## config.mk

```make
export PLATFORM = sky130hd
export DESIGN_NAME = palette_fader_flat
export DESIGN_NICKNAME = d
export VERILOG_FILES = /design/src/rtl/palette_fader_if.sv /design/src/rtl/palette_fader.sv /design/src/flat_wrapper.sv
export SDC_FILE = /design/constraint.sdc
export NUM_CORES = 1
export LEC_CHECK = 0
export ABC_AREA = 1
export BUFFER_PORTS_ARGS = -buffer_cell sky130_fd_sc_hd__buf_2
export CORE_ASPECT_RATIO = 0.7
export CORE_MARGIN = 2
export CORE_UTILIZATION = 62
export DETAILED_ROUTE_END_ITERATION = 6
export PLACE_DENSITY_LB_ADDON = 0.12
export SYNTH_ARGS = -nofsm -noshare
export SYNTH_HDL_FRONTEND = slang
export SYNTH_SLANG_ARGS = --single-unit
```

## constraint.sdc

```tcl
create_clock -name clk -period 8.7 [get_ports clk]
set_clock_uncertainty 0.2 [all_clocks]
set_input_delay 1.74 -clock clk [delete_from_list [all_inputs] [get_ports clk]]
set_output_delay 1.74 -clock clk [all_outputs]
set_load 0.05 [all_outputs]
```

## src/rtl/palette_fader_if.sv

```systemverilog
// Pixel lookup, palette write and fade-control bundle for palette_fader.
// Master drives index/write/fade requests; slave returns scaled colour and fade status.
interface palette_fader_if #(
    parameter int INDEX_W = 4,
    parameter int COLOR_W = 4
);
    logic [INDEX_W-1:0]   pix_index;
    logic [COLOR_W-1:0]   red;
    logic [COLOR_W-1:0]   green;
    logic [COLOR_W-1:0]   blue;
    logic                 transparent;
    logic                 wr_en;
    logic [INDEX_W-1:0]   wr_addr;
    logic [3*COLOR_W-1:0] wr_data;
    logic                 frame_tick;
    logic                 fade_start;
    logic                 fade_dir;
    logic                 fade_busy;
    logic                 fade_done;
    logic [COLOR_W:0]     level;

    modport master (
        output pix_index, wr_en, wr_addr, wr_data, frame_tick, fade_start, fade_dir,
        input  red, green, blue, transparent, fade_busy, fade_done, level
    );

    modport slave (
        input  pix_index, wr_en, wr_addr, wr_data, frame_tick, fade_start, fade_dir,
        output red, green, blue, transparent, fade_busy, fade_done, level
    );
endinterface

```

## src/rtl/palette_fader.sv

```systemverilog
// Runtime-writable colour palette with registered, brightness-scaled lookup and a
// frame-synchronous fade engine. Optional colour-key output: PALETTE_TRANSPARENCY_EN.
module palette_fader #(
    parameter int INDEX_W         = 4,
    parameter int COLOR_W         = 4,
    parameter int FADE_DIV        = 2,
    parameter int TRANSPARENT_IDX = 0
) (
    input logic            clk,
    input logic            rst,
    palette_fader_if.slave bus
);
    localparam int               ENTRIES = 1 << INDEX_W;
    localparam int               DIV_W   = (FADE_DIV > 1) ? $clog2(FADE_DIV) : 1;
    localparam logic [COLOR_W:0] FULL    = {1'b1, {COLOR_W{1'b0}}};
    localparam logic [DIV_W-1:0] DIV_MAX = DIV_W'(FADE_DIV - 1);

`ifdef PALETTE_TRANSPARENCY_EN
    localparam bit TRANSP_EN = 1'b1;
`else
    localparam bit TRANSP_EN = 1'b0;
`endif

    typedef enum logic {IDLE, FADING} state_t;

    state_t               state_q, state_d;
    logic [COLOR_W:0]     level_q, level_d;
    logic [COLOR_W:0]     target_q, target_d;
    logic [DIV_W-1:0]     div_q, div_d;
    logic                 done_q, done_d;

    logic [3*COLOR_W-1:0] entries [ENTRIES];
    logic [3*COLOR_W-1:0] rd_entry;
    logic                 key_hit;
    logic [COLOR_W-1:0]   red_q, green_q, blue_q;
    logic                 transp_q;

    // Widen before multiplying so the full product survives, then keep the upper half.
    function automatic logic [COLOR_W-1:0] scale(input logic [COLOR_W-1:0] c,
                                                 input logic [COLOR_W:0]   lvl);
        logic [2*COLOR_W:0] prod;
        prod = {{(COLOR_W+1){1'b0}}, c} * {{COLOR_W{1'b0}}, lvl};
        return COLOR_W'(prod >> COLOR_W);
    endfunction

    // NOTE: entries must clear on reset, so the palette is built from resettable
    // flops rather than a RAM macro, which cannot be cleared asynchronously.
    always_ff @(posedge clk or posedge rst) begin
        if (rst) begin
            for (int i = 0; i < ENTRIES; i++) entries[i] <= '0;
        end else if (bus.wr_en) begin
            entries[bus.wr_addr] <= bus.wr_data;
        end
    end

    // Read is combinational off the pre-edge array, giving read-before-write.
    assign rd_entry = entries[bus.pix_index];
    assign key_hit  = TRANSP_EN && (bus.pix_index == INDEX_W'(TRANSPARENT_IDX));

    // NOTE: all sequential state uses non-blocking assignments so every register
    // samples pre-edge values regardless of process ordering.
    always_ff @(posedge clk or posedge rst) begin
        if (rst) begin
            red_q    <= '0;
            green_q  <= '0;
            blue_q   <= '0;
            transp_q <= 1'b0;
        end else begin
            red_q    <= key_hit ? '0 : scale(rd_entry[3*COLOR_W-1:2*COLOR_W], level_q);
            green_q  <= key_hit ? '0 : scale(rd_entry[2*COLOR_W-1:COLOR_W], level_q);
            blue_q   <= key_hit ? '0 : scale(rd_entry[COLOR_W-1:0], level_q);
            transp_q <= key_hit;
        end
    end

    always_ff @(posedge clk or posedge rst) begin
        if (rst) begin
            state_q  <= IDLE;
            level_q  <= FULL;
            target_q <= FULL;
            div_q    <= '0;
            done_q   <= 1'b0;
        end else begin
            state_q  <= state_d;
            level_q  <= level_d;
            target_q <= target_d;
            div_q    <= div_d;
            done_q   <= done_d;
        end
    end

    // NOTE: every output of this block gets a default first so no path infers a latch.
    always_comb begin
        logic [COLOR_W:0] tgt;
        state_d  = state_q;
        level_d  = level_q;
        target_d = target_q;
        div_d    = div_q;
        done_d   = 1'b0;
        tgt      = bus.fade_dir ? FULL : '0;

        unique case (state_q)
            IDLE: begin
                // frame_tick is not counted here, so a coincident start always wins.
                if (bus.fade_start) begin
                    div_d    = '0;
                    target_d = tgt;
                    if (level_q == tgt) done_d  = 1'b1;
                    else                state_d = FADING;
                end
            end
            FADING: begin
                if (bus.frame_tick) begin
                    if (div_q == DIV_MAX) begin
                        div_d   = '0;
                        level_d = (target_q > level_q) ? level_q + 1'b1 : level_q - 1'b1;
                        if (level_d == target_q) begin
                            state_d = IDLE;
                            done_d  = 1'b1;
                        end
                    end else begin
                        div_d = div_q + 1'b1;
                    end
                end
            end
            default: state_d = IDLE;
        endcase
    end

    assign bus.red         = red_q;
    assign bus.green       = green_q;
    assign bus.blue        = blue_q;
    assign bus.transparent = transp_q;
    assign bus.level       = level_q;
    assign bus.fade_busy   = (state_q == FADING);
    assign bus.fade_done   = done_q;
endmodule

```

## src/flat_wrapper.sv

```systemverilog
// flat-port wrapper written by rule: the top's interface ports become plain ports
module palette_fader_flat 
#(
    parameter int INDEX_W         = 4,
    parameter int COLOR_W         = 4,
    parameter int FADE_DIV        = 2,
    parameter int TRANSPARENT_IDX = 0
)
  (clk, rst, bus_pix_index, bus_wr_en, bus_wr_addr, bus_wr_data, bus_frame_tick, bus_fade_start, bus_fade_dir, bus_red, bus_green, bus_blue, bus_transparent, bus_fade_busy, bus_fade_done, bus_level);
  palette_fader_if #(.INDEX_W(INDEX_W), .COLOR_W(COLOR_W)) bus_i ();
  input logic clk;
  input logic rst;
  input wire logic [$bits(bus_i.pix_index)-1:0] bus_pix_index;
  input wire logic [$bits(bus_i.wr_en)-1:0] bus_wr_en;
  input wire logic [$bits(bus_i.wr_addr)-1:0] bus_wr_addr;
  input wire logic [$bits(bus_i.wr_data)-1:0] bus_wr_data;
  input wire logic [$bits(bus_i.frame_tick)-1:0] bus_frame_tick;
  input wire logic [$bits(bus_i.fade_start)-1:0] bus_fade_start;
  input wire logic [$bits(bus_i.fade_dir)-1:0] bus_fade_dir;
  output wire logic [$bits(bus_i.red)-1:0] bus_red;
  output wire logic [$bits(bus_i.green)-1:0] bus_green;
  output wire logic [$bits(bus_i.blue)-1:0] bus_blue;
  output wire logic [$bits(bus_i.transparent)-1:0] bus_transparent;
  output wire logic [$bits(bus_i.fade_busy)-1:0] bus_fade_busy;
  output wire logic [$bits(bus_i.fade_done)-1:0] bus_fade_done;
  output wire logic [$bits(bus_i.level)-1:0] bus_level;
  assign bus_i.pix_index = bus_pix_index;
  assign bus_i.wr_en = bus_wr_en;
  assign bus_i.wr_addr = bus_wr_addr;
  assign bus_i.wr_data = bus_wr_data;
  assign bus_i.frame_tick = bus_frame_tick;
  assign bus_i.fade_start = bus_fade_start;
  assign bus_i.fade_dir = bus_fade_dir;
  assign bus_red = bus_i.red;
  assign bus_green = bus_i.green;
  assign bus_blue = bus_i.blue;
  assign bus_transparent = bus_i.transparent;
  assign bus_fade_busy = bus_i.fade_busy;
  assign bus_fade_done = bus_i.fade_done;
  assign bus_level = bus_i.level;
  palette_fader #(.INDEX_W(INDEX_W), .COLOR_W(COLOR_W), .FADE_DIV(FADE_DIV), .TRANSPARENT_IDX(TRANSPARENT_IDX)) u_core (.clk(clk), .rst(rst), .bus(bus_i));
endmodule
```

==> metrics.md <==
| Metric | Value |
|---|---|
| Final nets | 1532 |
| Cts bufs inserted | 22 |
| Post-synthesis sequential element count | 213 |
| CTS max path bufs | 3 |
| Max frequency | 169 MHz |
| Sink Count | 213 |
| Clk slew on worst S/H paths | about 0.07 ns |
| Crit share post-route | 68.0% |
| Layout filler cell count | roughly 1500 |
| Status | complete, no violations |
| Slew HR | between 10% and 20% |
| Die height | 118 µm |
| CP max FO | 59 |
| HPWL Detailed | 18800 µm |
| Synth warn | 0 |
| Final setup vio count | 0 |
| DR pass1 iterations | 5 |
| Syn-to-layout area delta | 7.73% |
| Share of layout cells above drive strength 1 | between 10% and 20% |
| First-pass GRT wire length | 49100 µm |
| CTS Hold Bufs | 0 |
| WL final | 29800 µm |
| Worst Path Required | 8.92 ns |
| Unrepaired setup endpoints after global routing | no |
| CP Launch Type | input pin |
| Max_cap viols | 0 |
| Die area | 19900 µm² |
| Crit path DAT | just over 6 ns |
| Via count | 9754 |
| Die width | between 150 and 200 µm |
| Avg Cell Area, Syn | 7.96 µm² |
| Seq. cell area | 5330 µm² |
| Placeable Area | 18200 µm² |
| Peak supply drop | roughly 230 µV |
| WL/cell | 17.4 µm |
| Measured slew at the worst slew-check pin | 1.24 ns |
| Leakage | 6.30 nW |
| Clk Latency, worst-skew pair | around 0.53 ns |
| Vias in the first global route | 9092 |
| Crit end category | flop |
| Post-synthesis cell count | 1459 |
| Routed vias/inst | 5.70 |
| Slew Limit Fails | 0 |
| CTS tree | done |
| Initial antenna violation count | 0 |
| # IOs | 46 |
| Yosys cell types | 39 |
| Largest net degree at the start of global routing | 139 |
| Syn nets | 1534 |
| Initial core utilization | 63.9% |
| DRT iter0 DRCs | 1099 |
| Pwr Density | 293 nW/µm² |
| Final Critical Period | 5.92 ns |
| Synthesized area | roughly 12000 µm² |
| Core Rows | 41 |
| CTS resizes | 0 |
| Final hold violations | 0 |
| Post-route antenna net violation count | 0 |
| RePlAce Congestion | 0.880 |
| Remaining DRCs | 0 |
| H-tree levels | 1 |
| Crit path kind | input pin to flop |
| Port Buffers | 44 |
| All-Layer GR Usage | 31.4% |
| Post-CTS Repair Setup Buffers | 0 |
| Setup TNS | 0 ns |
| GRT Residual Overflow | 0 |
| Footprint of the multi-input gates | 5060 µm² |
| Hold Slack | 0.287 ns |
| HP Class | flop to flop |
| Sequential share of the synthesized area | 45.9% |
| Clk root buf | clkbuf_16 |
| Power Total | 3.66 mW |
[critical path, stage by stage]
cell      delay, ns
buf_4          0.52
buf_4          0.68
a21oi_2        0.11
o21ai_1        0.10
nand3_1        0.09
nand3_1        0.21
nand2_1        0.16
inv_2          0.12
nor2_1         0.06
fa_1           0.51
inv_1          0.05
fa_1           0.52
inv_1          0.04
ha_1           0.35
a21oi_1        0.21
nor2_1         0.07
a211oi_1       0.32
nand2_1        0.10
nand2_1        0.08
nand2_1        0.05
[stage by stage]
stage | std cells | worst slack, ns | instance area (µm²) | util (%)
after floorplan | 1459 | 0.941 | 11600 | -
after global placement | 1669 | 2.46 | 11800 | 64.8
after detailed placement | 1669 | 2.34 | 11800 | 64.8
after CTS | 1709 | 2.88 | 12500 | 68.9
after global routing | 1709 | 2.50 | 12500 | 68.9
final | 1710 | 2.78 | 12500 | 68.9
[cell usage after synthesis, drive strengths merged]
library cell	instances	area (µm²)
nand2	379	1480
o21ai	233	1170
dfrtp	211	5280
inv	198	746
nand3	122	661
nor2	75	314
a21oi	58	320
clkbuf	42	158
buf	39	299
ha	33	413
fa	16	320
o211ai	12	115
xor2	11	96.3
or2	5	31.3
clkinv	4	16.3
nand4	4	25.0
o22ai	4	25.0
xnor2	4	35.0
a211oi	3	22.5
dfstp	2	52.6
conb	1	3.75
nand3b	1	7.51
nor4	1	12.5
o221ai	1	8.76
[final timing paths]
kind / cells after the start / slack (ns) / start / end
max in group asynchronous: 3 / 5.45 / rst / u_core.entries[32]
worst min register to register: 2 / 0.29 / u_core.entries[91] / u_core.entries[91]
worst max-delay path: 20 / 2.78 / bus_pix_index[0] / u_core.bus.green[3]
worst min-delay path: 2 / 0.29 / u_core.entries[91] / u_core.entries[91]
min in group asynchronous: 2 / 1.21 / rst / u_core.entries[82]
worst max register to register: 17 / 4.80 / u_core.entries[159] / u_core.bus.blue[3]
[routing by layer]
metal / routed length, µm / global-route usage (%) / up-vias
met2: 12500 / 46.1 / 423
met4: 510 / 7.12 / 0
met3: 2900 / 5.19 / 42
met5: 0 / 0 / -
li1: - / - / 4633
met1: 13900 / 48.9 / 4656
[flip-flops by register name, summed over array words and instances, names as in the netlist]
register and flops:
u_core.entries 192, u_core.bus.level 5, u_core.bus.blue 4, u_core.bus.green 4
u_core.bus.red 4, u_core.bus.fade_busy 1, u_core.bus.fade_done 1, u_core.div_q 1
u_core.target_q 1
[report_power, final]
group / total [mW] / switching (mW) / internal, mW
logic: 1.32 / 0.871 / 0.450
registers: 1.38 / 0.138 / 1.24
clock network: 0.960 / 0.410 / 0.550
total: 3.66 / 1.42 / 2.24
[layout make-up]
type                            instances  share of cell area [%]
Clock inverter                         10                   0.780
Tap cell                              236                    2.36
Clock buffer                           30                    5.12
Inverter                              202                    6.15
Multi-Input combinational cell        963                    40.5
Timing Repair Buffer                   55                    2.44
Antenna cell                            1                  0.0200
Sequential cell                       213                    42.6
[cell families after synthesis]
logic type,after synthesis,share of synthesized area [%]
AO/OA/AOI/OAI,311,14.3
XOR/XNOR,15,1.13
adder cells (fa/ha/maj),49,6.31
buffers and inverters,283,10.5
flip-flops,213,45.9
other,1,0.0323
AND/OR/NAND/NOR,587,21.8
[layout by cell type (no fill, tap or decap), types with 2 or more instances in the layout]
cell	n
nand2_1	355
o21ai_0	212
dfrtp_1	211
inv_1	191
nand3_1	112
nor2_1	66
a21oi_1	50
buf_2	43
ha_1	33
nand2_2	24
clkbuf_16	22
o21ai_1	21
fa_1	16
buf_4	12
xor2_1	11
nand3_2	10
a21oi_2	8
o211ai_1	7
nor2_2	6
clkinv_2	6
clkbuf_8	6
inv_2	5
o211ai_2	5
nand4_1	4
o22ai_1	4
xnor2_1	4
clkinv_1	3
or2_0	3
nor2_4	3
a211oi_1	3
clkinv_4	2
clkbuf_1	2
dfstp_2	2
(Power assumes the default switching activity.)
